--- config.mk ---
export PLATFORM = sky130hd
export DESIGN_NAME = cache_mem_read_arbiter
export DESIGN_NICKNAME = d
export VERILOG_FILES = /design/src/rtl/cache_mem_read_arbiter.sv
export SDC_FILE = /design/constraint.sdc
export NUM_CORES = 1
export LEC_CHECK = 0
export ABC_AREA = 0
export BUFFER_PORTS_ARGS = -buffer_cell sky130_fd_sc_hd__buf_2
export CORE_AREA = 2 2 87 89
export DETAILED_ROUTE_END_ITERATION = 7
export DIE_AREA = 0 0 89 91
export PLACE_DENSITY = 0.76
export SLEW_MARGIN = 10
export SYNTH_ARGS = -nofsm -noshare
export SYNTH_HDL_FRONTEND = slang
export SYNTH_SLANG_ARGS = --single-unit
--- constraint.sdc ---
create_clock -name clk -period 3 [get_ports clk]
set_input_delay 0.15 -clock clk [delete_from_list [all_inputs] [get_ports clk]]
set_output_delay 0.15 -clock clk [all_outputs]
set_load 0.1 [all_outputs]
--- src/rtl/cache_mem_read_arbiter.sv ---
// Shares one AXI read address/data channel pair between the I-cache and D-cache refill ports.
// Latency: one IDLE bubble cycle per grant, then address and data pass straight through to the owner.
// Backpressure: memory arready and the owner's rready pass straight through; the losing requester waits with arready low.
module cache_mem_read_arbiter #(
    parameter int ADDR_WIDTH = 26,
    parameter int DATA_WIDTH = 32,
    parameter int LEN_WIDTH  = 8,
    parameter int ID_WIDTH   = 4
) (
    input  logic                  clk,
    input  logic                  rst_n,

    input  logic                  i_arvalid,
    input  logic [ADDR_WIDTH-1:0] i_araddr,
    input  logic [LEN_WIDTH-1:0]  i_arlen,
    input  logic [ID_WIDTH-1:0]   i_arid,
    output logic                  i_arready,
    output logic                  i_rvalid,
    output logic [DATA_WIDTH-1:0] i_rdata,
    input  logic                  i_rready,

    input  logic                  d_arvalid,
    input  logic [ADDR_WIDTH-1:0] d_araddr,
    input  logic [LEN_WIDTH-1:0]  d_arlen,
    input  logic [ID_WIDTH-1:0]   d_arid,
    output logic                  d_arready,
    output logic                  d_rvalid,
    output logic [DATA_WIDTH-1:0] d_rdata,
    input  logic                  d_rready,

    output logic                  m_arvalid,
    output logic [ADDR_WIDTH-1:0] m_araddr,
    output logic [LEN_WIDTH-1:0]  m_arlen,
    output logic [ID_WIDTH-1:0]   m_arid,
    input  logic                  m_arready,
    input  logic                  m_rvalid,
    input  logic [DATA_WIDTH-1:0] m_rdata,
    output logic                  m_rready
);

    typedef enum logic [1:0] {
        IDLE = 2'd0,
        ADDR = 2'd1,
        DATA = 2'd2
    } state_t;

    localparam logic [LEN_WIDTH-1:0] LEN_ONE = LEN_WIDTH'(1);

    state_t               state;
    logic                 owner_d;   // 1: D-cache owns the channel, 0: I-cache
    logic                 prio_d;    // 1: D-cache wins a simultaneous request
    logic [LEN_WIDTH-1:0] len_r;
    logic [LEN_WIDTH-1:0] beat_cnt;

    logic                 grant_d;
    logic [LEN_WIDTH-1:0] req_len;
    logic                 ar_hs;
    logic                 r_hs;
    logic                 last_beat;

    assign grant_d   = d_arvalid & (~i_arvalid | prio_d);
    assign req_len   = grant_d ? d_arlen : i_arlen;
    assign ar_hs     = (state == ADDR) & m_arvalid & m_arready;
    assign r_hs      = (state == DATA) & m_rvalid & m_rready;
    // Burst end is decided purely by the beat count; RLAST/RID are not consulted.
    assign last_beat = (beat_cnt == (len_r - LEN_ONE));

    always_ff @(posedge clk) begin
        if (!rst_n) begin
            state    <= IDLE;
            owner_d  <= 1'b0;
            prio_d   <= 1'b1;
            len_r    <= '0;
            beat_cnt <= '0;
        end else begin
            case (state)
                IDLE: begin
                    if (i_arvalid | d_arvalid) begin
                        owner_d <= grant_d;
                        len_r   <= (req_len == '0) ? LEN_ONE : req_len;
                        state   <= ADDR;
                    end
                end
                ADDR: begin
                    if (ar_hs) begin
                        beat_cnt <= '0;
                        state    <= DATA;
                    end
                end
                DATA: begin
                    if (r_hs) begin
                        if (last_beat) begin
                            beat_cnt <= '0;
                            prio_d   <= ~owner_d;
                            state    <= IDLE;
                        end else begin
                            beat_cnt <= beat_cnt + LEN_ONE;
                        end
                    end
                end
                default: state <= IDLE;
            endcase
        end
    end

    always_comb begin
        m_arvalid = 1'b0;
        m_araddr  = '0;
        m_arlen   = '0;
        m_arid    = '0;
        i_arready = 1'b0;
        d_arready = 1'b0;
        m_rready  = 1'b0;
        i_rvalid  = 1'b0;
        i_rdata   = '0;
        d_rvalid  = 1'b0;
        d_rdata   = '0;

        if (state == ADDR) begin
            if (owner_d) begin
                m_arvalid = d_arvalid;
                m_araddr  = d_araddr;
                m_arlen   = d_arlen;
                m_arid    = d_arid;
                d_arready = m_arready;
            end else begin
                m_arvalid = i_arvalid;
                m_araddr  = i_araddr;
                m_arlen   = i_arlen;
                m_arid    = i_arid;
                i_arready = m_arready;
            end
        end

        // Stray memory beats outside DATA are neither accepted nor forwarded.
        if (state == DATA) begin
            if (owner_d) begin
                d_rvalid = m_rvalid;
                d_rdata  = m_rdata;
                m_rready = d_rready;
            end else begin
                i_rvalid = m_rvalid;
                i_rdata  = m_rdata;
                m_rready = i_rready;
            end
        end
    end

endmodule

==> results of run 1 <==
[report_power, final]
group	switching, mW	total, mW	internal (mW)
clock	0.0887	0.206	0.117
combinational	0.638	0.852	0.215
sequential	0.0225	0.304	0.281
[synthesized netlist by cell type]
cell,number,share of area
a2111oi_4,1,0.012
a211o_1,2,0.0077
a211oi_1,10,0.033
a21o_1,1,0.0033
a21oi_1,2,0.0044
a32o_1,1,0.0044
a41oi_2,2,0.014
and2_1,67,0.18
and4_4,1,0.0050
buf_1,2,0.0033
clkbuf_1,18,0.030
dfxtp_1,20,0.18
ha_1,2,0.011
inv_1,6,0.0099
mux2i_1,49,0.22
nand2_1,5,0.0083
nand2b_1,3,0.0083
nand3_1,4,0.0088
nand3b_1,2,0.0066
nand4_1,2,0.0055
nor2_1,63,0.10
nor2b_1,1,0.0028
nor3_1,6,0.013
nor3b_1,1,0.0033
nor3b_2,1,0.0055
nor4_1,3,0.0083
nor4b_1,1,0.0039
o211a_1,1,0.0044
o21ai_0,3,0.0066
o21ai_1,1,0.0022
o21ai_2,1,0.0039
o31ai_1,2,0.0066
o32ai_1,2,0.0077
or3b_2,1,0.0039
or3b_4,1,0.0050
or4_1,2,0.0066
or4_4,1,0.0050
xnor2_1,12,0.046
xor2_1,2,0.0077
[flip-flops by register name (all words and copies together), names as in the netlist]
signal    count
beat_cnt      8
state         2
owner_d       1
prio_d        1
len_r         8
[layer usage]
metal	vias to the layer above	global-route usage	part of all wire
li1	1473	-	-
met1	1297	0.254	0.39
met4	2	0.0448	0.015
met3	14	0.0373	0.067
met5	-	0	0.0014
met2	126	0.374	0.52
[cell families after synthesis]
kind of cell / synth area share
AOI/OAI and AO/OA: 0.111
xor gates and xnor gates: 0.0540
adders and majority gates: 0.0110
buffers and inverters: 0.0430
DFF: 0.176
muxes: 0.216
and+or+nand+nor: 0.389
[cell type report]
| type | count | area (um^2) | share of cell area |
|---|---|---|---|
| Multi-Input combinational cell | 259 | 1770 | 0.439 |
| Timing Repair Buffer | 229 | 1660 | 0.411 |
| Sequential cell | 20 | 402 | 0.0996 |
| Tap cell | 99 | 124 | 0.0307 |
| Clock buffer | 4 | 55.1 | 0.0137 |
| Inverter | 6 | 22.5 | 0.00559 |
[final timing paths]
| kind | endpoint | slack (ns) | cells past startpoint |
|---|---|---|---|
| min | owner_d | 0.25 | 2 |
| min reg2reg | prio_d | 0.51 | 1 |
| max | beat_cnt[5] | 0.37 | 8 |
| max reg2reg | beat_cnt[5] | 0.37 | 8 |
[worst register-to-register path, stage by stage, from the launching register on]
cell and delay [ns]:
dfxtp_1 0.35, inv_1 0.08, ha_1 0.21, or3b_4 0.41, or4_4 0.51, a2111oi_4 0.41, a41oi_2 0.22, o21ai_2 0.27
nor2_1 0.08
[cells in the final DEF (no fill, tap or decap), types with 4 or more instances in the layout]
cell | Yosys | final
nand3_1 | 4 | 4
inv_1 | 6 | 6
nor3_1 | 6 | 6
and2_1 | 67 | 67
dfxtp_1 | 20 | 19
nand2_1 | 5 | 5
nor2_1 | 63 | 63
clkbuf_8 | 0 | 4
mux2i_1 | 49 | 49
buf_12 | 0 | 33
xnor2_1 | 12 | 12
buf_2 | 0 | 190
a211oi_1 | 10 | 10
buf_4 | 0 | 6
[through the flow]
step | util | worst slack [ns] | instance area [um^2] | power, mW | cells
floorplan | - | 0.426 | 2270 | 0.970 | 305
global placement | 0.557 | 0.482 | 3980 | 1.15 | 613
detailed placement | 0.557 | 0.372 | 3980 | 1.16 | 613
CTS | 0.565 | 0.357 | 4030 | 1.37 | 617
global route | 0.565 | 0.224 | 4030 | 1.42 | 617
finish | 0.565 | 0.367 | 4030 | 1.36 | 617
==> flow_summary_export.csv, run 1 <==
group,metric,value,unit
route,initialDrtViolationCount,148,
sta,max_clock_freq,380,MHz
floorplan,design.portCount,224,
clocking,cts.repair_timing.setup_buffer_count,0,
grt,grt_use_total,0.208,
status,run_status,"finished clean",
power_and_ir_drop,leakage,2.01,nW
grt,grt_pass1_wl,13.6,mm
sta,slew-limit-headroom,0.588,
layout,antenna-diode-count,0,
synthesis,postSynthCellCount,305,
critical_path,crit_path_top_delay_cell,"or4_4",
layout,syn_to_final_growth,77.6,%
clocking,cts_inserted_buffers,3,
flow_run,maxCapViolCount,0,
layout,post_route_cells_drive_above_1_share,0.469,
sta,max_slew.worst_pin.slew,0.617,ns
clocking,clkTransAtPathRegs,0.07,ns
placement,gp_congestion,0.847,
floorplan,fp.dieH,91,um
placement,detailedPlacementHpwl,7.46,mm
grt,grt-ovfl-total,0,
power_and_ir_drop,irDropWorstVdd,0.000286,V
clocking,clkSinkCount,20,
power_and_ir_drop,power_density,338,nW/um^2
floorplan,rows,31,
sta,report.final.hold_viol_count,0,
route,final_antenna_net_count,0,
critical_path,worst_path_largest_cell_delay,0.51,ns
clocking,cts_max_path_buffers,2,
clocking,root_buffer_cell,"clkbuf_8",
route,detail_route.vias_per_cell,4.72,
layout,finish.net_count,637,
critical_path,crit_arrival,2.78,ns
floorplan,chipWidth,89,um
critical_path,startpoint_of_the_worst_setup_timing_path,"len_r[0]",
critical_path,path_buf_inv,1,
floorplan,floorplan_die_area,8100,um^2
sta,finalClockSkew,0.00299,ns
sta,timing.final.setup_violations,0,
critical_path,required,3.15,ns
clocking,h-tree-depth,1,
route,detail_route.drc_violations,0,
sta,rsz0062_at_grt,"false",
min_path,hold_path_class,"in -> reg",
synthesis,yosys.cell_types.count,39,
synthesis,postSynthAreaPerCell,7.44,um^2
layout,fill_cells,670,
synthesis,postSynthRegisterBits,20,
route,wl,8.67,mm
critical_path,start_kind,"register",
route,detail_route.wl_per_cell,14.1,um
grt,first_global_vias,2785,
critical_path,critical_path.cell_chain,"inv_1, ha_1, or3b_4, or4_4, a2111oi_4, a41oi_2, o21ai_2, nor2_1",
synthesis,synth.yosys.seq_area_share,0.176,
critical_path,critical-path-top-delay-family,"simple AND/OR/NAND/NOR gates",
critical_path,critical_path_peak_fanout,5,
synthesis,yosys_warnings,0,
sta,finalWorstPathRequiredPeriod,2.63,ns
clocking,cts_hold_buf,0,
synthesis,mappedNetlistArea,2270,um^2
clocking,cts_resized,0,
sta,drv_slew,0,
sta,final.hold.worst_slack,0.246,ns
placement,place.port_buffers,223,
sta,final_min_period_over_clock_period,0.878,
synthesis,mappedNetlistNets,423,
critical_path,endpoint_kind,"register",
floorplan,floorplan.initialDensity,0.318,
grt,antenna_found_initial,1,
critical_path,reg2reg_from,"len_r[0]",
floorplan,core_area,7140,um^2
clocking,clk-insertion-delay-late,0.26,ns
min_path,hold_path.startpoint,"rst_n",
grt,grt_start_max_net_pins,41,
critical_path,worst-setup-path-type,"reg -> reg",
sta,totalNegativeSetupSlack,0,ns
route,via_count,2912,
route,drt_pre_antenna_iters,4,
clocking,clock_tree_from_tritoncts,"yes",
No activity file was read; power rests on OpenSTA's default activity.
==> run 2, diff against run 1 <==
--- a/config.mk
+++ b/config.mk
@@ -10,7 +10,9 @@
 export CORE_AREA = 2 2 87 89
 export DETAILED_ROUTE_END_ITERATION = 7
 export DIE_AREA = 0 0 89 91
+export GPL_TIMING_DRIVEN = 0
 export PLACE_DENSITY = 0.76
+export RECOVER_POWER = 25
 export SLEW_MARGIN = 10
 export SYNTH_ARGS = -nofsm -noshare
 export SYNTH_HDL_FRONTEND = slang
==> constraint.sdc (replaced) <==
create_clock -name clk -period 2.45 [get_ports clk]
set_input_delay 0.1225 -clock clk [delete_from_list [all_inputs] [get_ports clk]]
set_output_delay 0.1225 -clock clk [all_outputs]
set_load 0.1 [all_outputs]
==> run 2 against run 1 <==
- combinational power up 29%
- cell count up 3.1%
- critical endpoint is now beat_cnt[3]
- critical path depth is the same
- global-route usage up 2.1 points
- largest cell class unchanged
- highest routed layer is now met4
- sequential cell count is the same
==> flow_summary_export.csv, run 2 (synthesis results as in run 1) <==
group,metric,value,unit
layout,non_filler_cells_in_the_finished_layout,636,
clocking,clkSinkCount,20,
critical_path,crit_arrival,2.59,ns
layout,final_util,0.537,
clocking,clkTransAtPathRegs,0.07,ns
layout,final_common_cell,"buf_2",
min_path,hold_path_end,"state[0]",
floorplan,floorplan.initialDensity,0.318,
floorplan,chipWidth,89,um
route,detail_route.vias_per_cell,4.75,
placement,preCtsSetupSlack,-0.157,ns
grt,antenna_found_initial,0,
critical_path,crit_path_top_delay_cell,"or4_4",
route,drt_pre_antenna_iters,4,
grt,grt_start_max_net_pins,12,
sta,max_clock_freq,411,MHz
grt,grt-ovfl-total,0,
floorplan,design.portCount,224,
critical_path,critical-path-top-delay-family,"simple AND/OR/NAND/NOR gates",
route,initialDrtViolationCount,110,
critical_path,critical_path.cell_chain,"inv_2, ha_4, or3b_4, or4_4, a2111oi_4, a41oi_2, o21ai_2, nor2_1",
route,detail_route.drc_violations,0,
route,wl,9.78,mm
critical_path,required,2.60,ns
power_and_ir_drop,irDropWorstVdd,0.000306,V
route,via_count,3019,
flow_run,maxCapViolCount,0,
sta,finalWorstPathRequiredPeriod,2.43,ns
layout,layout.cell_area.non_filler,3830,um^2
grt,grt_use_total,0.230,
min_path,hold_path_depth,3,
layout,largestRegisters,"beat_cnt (8), len_r (8), state (2)",
route,final_antenna_net_count,0,
sta,final_min_period_over_clock_period,0.993,
critical_path,r2r_end,"beat_cnt[3]",
min_path,hold_path.startpoint,"d_arvalid",
route,detail_route.wl_per_cell,15.4,um
clocking,cts_inserted_buffers,3,
floorplan,core_area,7140,um^2
status,run_status,"finished clean",
critical_path,path_buf_inv,1,
sta,finalClockSkew,0.00404,ns
critical_path,endpoint_kind,"register",
grt,grt_pass1_wl,14.9,mm
critical_path,r2r_setup_slack,0.02,ns
clocking,root_buffer_cell,"clkbuf_8",
layout,post_route_cells_drive_above_1_share,0.525,
clocking,clk-insertion-delay-late,0.26,ns
sta,rsz0062_at_grt,"true",
power_and_ir_drop,report.power.total,1.73,mW
grt,first_global_vias,3023,
placement,placed_cells,626,
placement,gp_congestion,0.894,
floorplan,fp.dieH,91,um
layout,syn_to_final_growth,69.0,%
sta,timing.final.setup_violations,0,
clocking,h-tree-depth,1,
layout,mostFrequentLayoutCells,"buf_2 (150), and2_1 (66), mux2i_1 (49)",
min_path,hold_path_class,"in -> reg",
critical_path,reg2reg_from,"len_r[1]",
layout,finish.net_count,652,
critical_path,start_kind,"register",
clocking,cts_max_path_buffers,2,
critical_path,critical_path_peak_fanout,5,
sta,slew-limit-headroom,0.306,
sta,drv_slew,0,
critical_path,worst_path_largest_cell_delay,0.45,ns
sta,report.final.hold_viol_count,0,
power_and_ir_drop,power_density,451,nW/um^2
placement,detailedPlacementHpwl,8.10,mm
critical_path,worstRegToRegCells,8,
floorplan,floorplan_die_area,8100,um^2
power_and_ir_drop,leakage,1.90,nW
placement,place.port_buffers,222,
critical_path,worst-setup-path-type,"reg -> reg",
floorplan,rows,31,
sta,max_slew.worst_pin.slew,1.03,ns
clocking,clock_tree_from_tritoncts,"yes",
placement,placedInstanceArea,3580,um^2
sta,setup_ws,0.0172,ns
run 2: cell type report:
| cell class | count | area (um^2) |
|---|---|---|
| inverter | 6 | 25.0 |
| fill | 716 | 3300 |
| tap | 99 | 124 |
| timing repair buffer | 225 | 1270 |
| sequential | 20 | 405 |
| antenna | 4 | 10.0 |
| clock buffer | 4 | 55.1 |
| multi-input combinational | 259 | 1860 |
| buffer | 19 | 77.6 |
run 2: routing by layer:
metal / vias to the layer above / part of all wire / track usage
met4: 0 / 0.015 / 0.0473
li1: 1502 / - / -
met3: 15 / 0.079 / 0.0355
met2: 128 / 0.50 / 0.389
met5: - / 0 / 0
met1: 1374 / 0.41 / 0.305
run 2: power by group:
part / total, mW / switching, mW / internal, mW
clock network: 0.251 / 0.108 / 0.143
registers: 0.372 / 0.0279 / 0.344
logic: 1.10 / 0.823 / 0.282
total: 1.73 / 0.958 / 0.769
run 2: what timing repair did:
action | in CTS | in global routing
buffers inserted | 0 | 3
gates resized for setup | 24 | 51
hold endpoints to repair | 0 | 0
hold buffers | 0 | 0
pin swaps | 5 | 5
setup endpoints to repair | 29 | 97
run 2: worst max path at each step:
stage               startpoint            to  slack, ns  cells after the start
finish                len_r[1]   beat_cnt[3]       0.02                      8
global route          len_r[1]   beat_cnt[3]      -0.05                      8
CTS                    owner_d   d_rdata[23]      0.002                      6
detailed placement    len_r[0]   beat_cnt[3]      -0.16                      8
global placement      len_r[0]   beat_cnt[7]      -0.12                      8
floorplan              owner_d  m_araddr[17]      -0.07                      4
run 2: per-stage QoR:
step,hold WS [ns],setup TNS (ns)
3_3_place_gp,0.466,-0.709
6_report,0.210,0
3_5_place_dp,0.482,-1.01
5_1_grt,0.221,-0.292
2_1_floorplan,0.323,-0.553
4_1_cts,0.210,0
run 2: worst reg2reg max path: stages (launching register included):
cell and delay (ns):
dfxtp_2 0.34, inv_2 0.07, ha_4 0.13, or3b_4 0.38
or4_4 0.45, a2111oi_4 0.40, a41oi_2 0.22, o21ai_2 0.27
nor2_1 0.07
==> run 3, diff against run 2 <==
--- a/config.mk
+++ b/config.mk
@@ -6,7 +6,7 @@
 export NUM_CORES = 1
 export LEC_CHECK = 0
 export ABC_AREA = 0
-export BUFFER_PORTS_ARGS = -buffer_cell sky130_fd_sc_hd__buf_2
+export BUFFER_PORTS_ARGS = -buffer_cell sky130_fd_sc_hd__buf_4
 export CORE_AREA = 2 2 87 89
 export DETAILED_ROUTE_END_ITERATION = 7
 export DIE_AREA = 0 0 89 91
==> constraint.sdc (replaced) <==
create_clock -name clk -period 2.5 [get_ports clk]
set_input_delay 0.125 -clock clk [delete_from_list [all_inputs] [get_ports clk]]
set_output_delay 0.125 -clock clk [all_outputs]
set_load 0.1 [all_outputs]
==> run 3 against run 2 <==
- worst hold slack lost 0.013 ns
- die area is the same
- largest power group unchanged
- maximum frequency is essentially flat
- clock-buffer cell count is the same
- non-clock buffer count grew 1
- sequential share of layout area shrank 0.85 points
- via count shrank 2.4%
==> flow_summary_export.csv, run 3 (synthesis results as in run 1) <==
group,metric,value,unit
status,run_status,"finished clean",
power_and_ir_drop,irDropWorstVdd,0.000283,V
placement,placedInstanceArea,4140,um^2
floorplan,floorplan_die_area,8100,um^2
sta,finalClockSkew,0.00426,ns
critical_path,reg2reg_from,"len_r[0]",
route,final_antenna_net_count,0,
power_and_ir_drop,leakage,2.02,nW
clocking,h-tree-depth,1,
layout,area.sequential,408,um^2
layout,antenna-diode-count,0,
placement,detailedPlacementHpwl,8.46,mm
sta,final.hold.worst_slack,0.197,ns
critical_path,worst-setup-path-type,"reg -> reg",
critical_path,critical_path.cell_chain,"inv_2, ha_4, or3b_4, or4_4, a2111oi_4, a41oi_2, o21ai_2, nor2_1",
grt,grt-ovfl-total,0,
layout,finish.net_count,653,
floorplan,chipWidth,89,um
floorplan,design.portCount,224,
critical_path,endpoint_kind,"register",
layout,final_common_cell,"buf_4",
grt,grt_start_max_net_pins,12,
clocking,clkTransAtPathRegs,0.07,ns
floorplan,floorplan.initialDensity,0.318,
layout,syn_to_final_growth,84.8,%
floorplan,fp.dieH,91,um
placement,gp_congestion,0.930,
route,detail_route.wl_per_cell,15.8,um
grt,first_global_vias,2890,
route,wl,10.0,mm
critical_path,crit_arrival,2.58,ns
min_path,hold_path_depth,3,
route,detail_route.vias_per_cell,4.66,
sta,report.final.hold_viol_count,0,
critical_path,critical_path_peak_fanout,5,
layout,largestRegisters,"beat_cnt (8), len_r (8), state (2)",
sta,finalWorstPathRequiredPeriod,2.43,ns
critical_path,crit_path_top_delay_cell,"or4_4",
critical_path,required,2.65,ns
sta,max_slew.worst_pin.slew,0.973,ns
flow_run,maxCapViolCount,0,
layout,area_taken_by_multi_input_logic_gates,1860,um^2
critical_path,worst_path_largest_cell_delay,0.44,ns
clocking,clkSinkCount,20,
route,detail_route.drc_violations,0,
grt,antenna_found_initial,0,
sta,totalNegativeSetupSlack,0,ns
layout,non_filler_cells_in_the_finished_layout,633,
critical_path,r2r_end,"beat_cnt[3]",
sta,rsz0062_at_grt,"true",
placement,place.port_buffers,222,
sta,max_clock_freq,411,MHz
route,drt_pre_antenna_iters,4,
floorplan,core_area,7140,um^2
grt,grt_pass1_wl,14.9,mm
route,initialDrtViolationCount,83,
sta,drv_slew,0,
sta,slew-limit-headroom,0.347,
clocking,root_buffer_cell,"clkbuf_8",
clocking,clock_tree_from_tritoncts,"yes",
layout,layout.cell_area.non_filler,4190,um^2
floorplan,rows,31,
sta,timing.final.setup_violations,0,
layout,fill_cells,680,
placement,placed_cells,626,
critical_path,r2r_setup_slack,0.07,ns
min_path,hold_path.startpoint,"d_arvalid",
grt,grt_use_total,0.233,
clocking,cts_max_path_buffers,2,
min_path,hold_path_end,"state[0]",
critical_path,worstRegToRegCells,8,
layout,post_route_cells_drive_above_1_share,0.522,
power_and_ir_drop,power_density,422,nW/um^2
min_path,hold_path_class,"in -> reg",
route,via_count,2947,
layout,final_util,0.588,
layout,mostFrequentLayoutCells,"buf_4 (206), and2_1 (66), mux2i_1 (49)",
sta,final_min_period_over_clock_period,0.973,
critical_path,start_kind,"register",
clocking,cts_inserted_buffers,3,
clocking,clk-insertion-delay-late,0.26,ns
## run 3: cell count changes in the layout (fill, tap and decap cells not counted), moves of 3 or more
cell      before  now
diode_2        4    0
buf_2        150    0
clkbuf_2      21   24
buf_4         22  206
clkbuf_4      37    0
## run 3: worst max-delay path by stage
stage / startpoint / end / slack, ns / depth (start not counted)
finish: len_r[0] / beat_cnt[3] / 0.07 / 8
global route: len_r[0] / beat_cnt[5] / -0.02 / 8
CTS: len_r[0] / beat_cnt[5] / 0.01 / 8
detailed placement: len_r[0] / beat_cnt[7] / -0.1 / 8
global placement: len_r[0] / beat_cnt[5] / -0.07 / 8
floorplan: owner_d / m_araddr[17] / -0.02 / 4
## run 3: per-layer routing
layer	up-vias	wire length, um	global-route usage
met5	-	0	0
met4	0	163	0.0423
met3	17	651	0.0427
met2	119	4860	0.388
met1	1310	4330	0.315
li1	1501	-	-
## run 3: where the power goes
part,leakage [nW],switching (mW),internal (mW)
Sequential,0.165,0.0270,0.337
Combinational,1.83,0.807,0.350
Clock,0.0288,0.109,0.140
Total,2.02,0.944,0.827
## run 3: per-stage QoR
| stage | power (mW) | worst slack, ns |
|---|---|---|
| after floorplan | 1.19 | -0.0216 |
| after global placement | 1.50 | -0.0675 |
| after detailed placement | 1.52 | -0.0955 |
| after CTS | 1.77 | 0.0125 |
| after global routing | 1.85 | -0.0167 |
| final | 1.77 | 0.0675 |
## run 3: critical path, delay by kind of cell, from the launching register on
kind                       cells  cell delay, ns
AOI/OAI and AO/OA              3            0.87
adders and majority gates      1            0.12
DFF                            1            0.37
and+or+nand+nor                3            0.89
buffers and inverters          1            0.06
## run 3: cell type report
type                    count  area share
multi-input cells         259       0.444
repair buffers            226       0.393
flip-flops and latches     20      0.0973
well taps                  99      0.0295
plain buffers              19      0.0182
clock buffers               4      0.0131
inverters                   6     0.00537
## run 3: what timing repair did
item                       in CTS  in global routing
hold buffers                    0                  0
gates resized for setup         2                 15
setup endpoints to repair       7                 52
setup buffers                   0                  4
pin swaps                       3                  8
